<file path="src/rtl/pattern_tx.sv">
// Serial pattern transmitter: shifts a captured word out MSB first,
// holding each bit for HOLD cycles, with optional seamless repeat.
module pattern_tx #(
    parameter int   WIDTH    = 16,
    parameter int   HOLD     = 4,
    parameter logic IDLE_LVL = 1'b0
) (
    input  logic             clock,
    input  logic             reset,
    input  logic             load,
    input  logic [WIDTH-1:0] data,
    input  logic             repeat_req,
    input  logic             abort,
    output logic             sig_out,
    output logic             ready,
    output logic             busy,
    output logic             done
);

    localparam int BW = (WIDTH > 1) ? $clog2(WIDTH) : 1;
    localparam int HW = (HOLD > 1) ? $clog2(HOLD) : 1;
    localparam logic [BW-1:0] BIT_LAST  = BW'(WIDTH - 1);
    localparam logic [HW-1:0] HOLD_LAST = HW'(HOLD - 1);

    typedef enum logic {
        IDLE,
        SEND
    } state_t;

    state_t           state_q, state_d;
    logic [BW-1:0]    bit_q, bit_d;
    logic [HW-1:0]    hold_q, hold_d;
    logic [WIDTH-1:0] shift_q, shift_d;
    logic             sig_q, sig_d;
    logic             ready_q, ready_d;
    logic             busy_q, busy_d;
    logic             done_q, done_d;
    logic [WIDTH-1:0] rot;

    always_comb begin
        // Rotating left means a full word restores the captured value,
        // so a repeat needs no second copy of the word.
        rot     = (shift_q << 1) | (shift_q >> (WIDTH - 1));
        state_d = state_q;
        bit_d   = bit_q;
        hold_d  = hold_q;
        shift_d = shift_q;
        sig_d   = sig_q;
        ready_d = ready_q;
        busy_d  = busy_q;
        done_d  = 1'b0;
        unique case (state_q)
            IDLE: begin
                if (load && !abort) begin
                    state_d = SEND;
                    shift_d = data;
                    bit_d   = '0;
                    hold_d  = '0;
                    sig_d   = data[WIDTH-1];
                    ready_d = 1'b0;
                    busy_d  = 1'b1;
                end
            end
            SEND: begin
                if (abort) begin
                    state_d = IDLE;
                    bit_d   = '0;
                    hold_d  = '0;
                    sig_d   = IDLE_LVL;
                    ready_d = 1'b1;
                    busy_d  = 1'b0;
                end else if (hold_q != HOLD_LAST) begin
                    hold_d = hold_q + 1'b1;
                end else begin
                    hold_d  = '0;
                    shift_d = rot;
                    sig_d   = rot[WIDTH-1];
                    if (bit_q != BIT_LAST) begin
                        bit_d = bit_q + 1'b1;
                    end else if (repeat_req) begin
                        bit_d = '0;
                    end else begin
                        state_d = IDLE;
                        bit_d   = '0;
                        sig_d   = IDLE_LVL;
                        ready_d = 1'b1;
                        busy_d  = 1'b0;
                        done_d  = 1'b1;
                    end
                end
            end
        endcase
    end

    always_ff @(posedge clock) begin
        if (reset) begin
            state_q <= IDLE;
            bit_q   <= '0;
            hold_q  <= '0;
            shift_q <= '0;
            sig_q   <= IDLE_LVL;
            ready_q <= 1'b1;
            busy_q  <= 1'b0;
            done_q  <= 1'b0;
        end else begin
            state_q <= state_d;
            bit_q   <= bit_d;
            hold_q  <= hold_d;
            shift_q <= shift_d;
            sig_q   <= sig_d;
            ready_q <= ready_d;
            busy_q  <= busy_d;
            done_q  <= done_d;
        end
    end

    assign sig_out = sig_q;
    assign ready   = ready_q;
    assign busy    = busy_q;
    assign done    = done_q;

endmodule

</file>
<file path="config.mk">
export PLATFORM = sky130hd
export DESIGN_NAME = pattern_tx
export DESIGN_NICKNAME = d
export VERILOG_FILES = /design/src/rtl/pattern_tx.sv
export SDC_FILE = /design/constraint.sdc
export NUM_CORES = 1
export LEC_CHECK = 0
export CELL_PAD_IN_SITES_DETAIL_PLACEMENT = 1
export CELL_PAD_IN_SITES_GLOBAL_PLACEMENT = 2
export CORE_MARGIN = 2
export CORE_UTILIZATION = 33
export CTS_BUF_LIST = sky130_fd_sc_hd__clkbuf_16
export DETAILED_ROUTE_END_ITERATION = 8
export GPL_ROUTABILITY_DRIVEN = 0
export GPL_TIMING_DRIVEN = 0
export PLACE_DENSITY_LB_ADDON = 0.08
export SKIP_LAST_GASP = 1
export SYNTH_ARGS = -nofsm -noshare
export SYNTH_HDL_FRONTEND = slang
export SYNTH_SLANG_ARGS = --single-unit
</file>
<file path="constraint.sdc">
create_clock -name clock -period 4.3 [get_ports clock]
set_input_delay 0.645 -clock clock [delete_from_list [all_inputs] [get_ports clock]]
set_output_delay 0.645 -clock clock [all_outputs]
set_load 0.05 [all_outputs]
</file>
==> flow_summary.json <==
{
  "slew_headroom_pct": 65.9,
  "clock_sink_count": 27,
  "cts_setup_buffers": 0,
  "worst-path-max-fanout": 10,
  "hp-class": "flip-flop to flip-flop",
  "fin_nets": 202,
  "synth_xor_area_share_pct": 0,
  "dp_slack_ns": 1.94,
  "ios": 25,
  "clkTransAtPathRegs_ns": 0.06,
  "vias": 1227,
  "power_leakage_nw": 0.582,
  "post_cts_resized": 0,
  "critPathRequiredTime_ns": 4.43,
  "critPathKind": "primary input to flip-flop",
  "synth-seq-cells": 27,
  "ctsHoldBuffers": 0,
  "finalSetupViolCount": 0,
  "synthDominantCellAreaShare_pct": 39.6,
  "grt_overflow": 0,
  "dieArea_mm2": 0.00467,
  "synthAdderAreaFrac_pct": 1.83,
  "startpoint_type": "primary input",
  "drt-total-wl_um": 3700,
  "synth_most_common_cell": "dfxtp_1",
  "ys_warn_count": 0,
  "intPower_mw": 0.433,
  "ys_seq_area_share_pct": 39.6,
  "dp_cells": 224,
  "die_h_um": 68.3,
  "crit_path_frequent_cell": "clkbuf_1",
  "clockPowerShare_pct": 36.4,
  "area_growth_syn_to_layout_pct": 27.2,
  "antenna_found_initial": 0,
  "max_stage_delay_ns": 0.53,
  "grt.total_usage_pct": 17.4,
  "synthMuxAreaShare_pct": 12.7,
  "root_buffer": "clkbuf_16",
  "cpLargestDelayFamily": "buffers and inverters",
  "ant_nets": 0,
  "core_area_mm2": 0.00400,
  "crit_arrival_ns": 2.20,
  "final_layout_size_suffix_gt1_share_pct": 6.74,
  "fin_total_pwr_mw": 0.579,
  "swShare_pct": 25.2,
  "htreeDepth": 1,
  "yosys.area_share.simple_pct": 17.8,
  "tightest_slew_ns": 0.512,
  "syn_inst": 151,
  "drc": 0,
  "hpwl_um": 2670,
  "grt_pass1_vias": 1231,
  "synth_edf_count": 0,
  "async_reset_ff_share_pct": 0,
  "wire_per_inst_um": 16.2,
  "seqPwrFrac_pct": 46.0,
  "synth_compound_area_share_pct": 21.9,
  "worst-path-buf-inv": 3,
  "p_switching_mw": 0.146,
  "finalHoldViolCount": 0,
  "status": "complete, no violations",
  "synthTopCellsByCount": "dfxtp_1 (27), o21ai_0 (20), a21oi_1 (19), mux2i_1 (16), or3_1 (16)",
  "synth_area_leader_cell": "dfxtp_1",
  "worst_slack_ns": 2.22,
  "viasPerCell": 5.38,
  "clock_latency_ns": 0.26,
  "syn_avg_cell_area_um2": 9.04,
  "grt_start_max_net_pins": 15,
  "timing.reg2reg.setup_slack_ns": 2.59,
  "dr.pass1.iters": 3,
  "synth_area_leaders": "dfxtp_1 (40%), mux2i_1 (12%), o21ai_0 (7.3%)",
  "std_cell_rows": 23,
  "crit_path_top_delay_cell": "clkdlybuf4s50_1",
  "syn_area_mm2": 0.00137,
  "diodes": 0,
  "maxCapViolCount": 0,
  "finClkSkew_ns": 0.00446,
  "combPwrFrac_pct": 17.6,
  "setup_tns_ns": 0,
  "fp.dieW_um": 68.3,
  "synth_top_family_by_area": "compound AO/OA/AOI/OAI gates",
  "nFillCells": 477,
  "grt_pass1_wl_um": 5970,
  "rsz0062_at_grt": "no",
  "cts_buffer_depth": 2,
  "tritoncts": "built",
  "end_kind": "flip-flop",
  "slew_viol_final": 0,
  "start_util_pct": 34.1,
  "ir_drop_uv": 220,
  "timing.final.crit_period_ns": 2.08,
  "numPortBuffers": 23,
  "crit_chain": "clkdlybuf4s50_1 -> clkbuf_1 -> clkbuf_1 -> or3_1 -> a21oi_1",
  "max_freq_ghz": 0.481,
  "drt_iter0_markers": 40,
  "instances_no_fill": 228,
  "syn_nets": 174,
  "finalCritPeriodShare_pct": 48.3,
  "p_per_area_mw_per_mm2": 334,
  "numCtsBuffers": 3,
  "synth_ff_type": "dfxtp_1",
  "synth_cell_types": 35
}
## worst paths after layout
| kind | end | depth (start not counted) | from |
|---|---|---|---|
| setup reg to reg | shift_q[0]$_SDFFE_PP0P_ | 5 | hold_q[0]$_SDFFE_PP0P_ |
| setup / recovery | shift_q[5]$_SDFFE_PP0P_ | 5 | abort |
| hold / removal | shift_q[2]$_SDFFE_PP0P_ | 2 | shift_q[2]$_SDFFE_PP0P_ |
| hold reg to reg | shift_q[2]$_SDFFE_PP0P_ | 2 | shift_q[2]$_SDFFE_PP0P_ |
## cells in the final DEF (no fill, tap or decap), drive strengths merged, types with 2 or more instances in the layout
| cell | count |
|---|---|
| dfxtp | 27 |
| clkdlybuf4s50 | 23 |
| o21ai | 20 |
| a21oi | 19 |
| mux2i | 17 |
| or3 | 16 |
| clkbuf | 11 |
| nand3 | 5 |
| buf | 5 |
| inv | 4 |
| nor2 | 3 |
| nand2b | 2 |
| nor3b | 2 |
| o2111ai | 2 |
| o211ai | 2 |
| a211oi | 2 |
| ha | 2 |
## power groups by stage
stage / Clock [mW] / Sequential, mW / Combinational, mW
floorplan: 0 / 0.279 / 0.0551
global placement: 0 / 0.272 / 0.0997
detailed placement: 0 / 0.272 / 0.103
CTS: 0.216 / 0.267 / 0.103
global route: 0.230 / 0.268 / 0.112
finish: 0.211 / 0.267 / 0.102
## tightest hold or removal path: stages, from the launching register on
cell	delay, ns
dfxtp_1	0.31
o21ai_0	0.06
a21oi_1	0.06
## layer usage
| metal | global-route usage [%] | vias up | share of wire (%) |
|---|---|---|---|
| li1 | - | 614 | - |
| met1 | 21.3 | 591 | 45 |
| met2 | 31.1 | 18 | 51 |
| met3 | 3.45 | 4 | 3.3 |
| met4 | 4.25 | 0 | 0.73 |
| met5 | 0 | - | 0 |
## logic make-up after synthesis
| group | after synthesis |
|---|---|
| DFF | 27 |
| adders and majority gates | 2 |
| and+or+nand+nor | 37 |
| buffers and inverters | 16 |
| muxes | 17 |
| AOI/OAI and AO/OA | 52 |
## area by class of cell
type                       count  area (µm²)  share of cell area [%]
timing repair buffer          23         230                    13.3
clock buffer                   3        75.1                    4.32
sequential                    27         541                    31.1
tap                           50        62.6                    3.60
clock inverter                 1        3.75                   0.216
buffer                        13        72.6                    4.18
multi-input combinational    108         741                    42.7
inverter                       3        11.3                   0.648
## metrics by stage
step / utilization (%) / hold slack, ns / instance area (µm²)
final: 43.4 / 0.473 / 1740
after global routing: 43.4 / 0.511 / 1740
after CTS: 43.4 / 0.481 / 1740
after detailed placement: 41.4 / 0.467 / 1660
after global placement: 41.4 / 0.456 / 1660
after floorplan: - / 0.449 / 1370
## sequential cells by signal, summed over array words and instances (netlist names)
name / count
shift_q: 16
bit_q: 4
hold_q: 2
busy: 1
done: 1
ready: 1
sig_out: 1
state_q: 1
(Power assumes the default switching activity.)
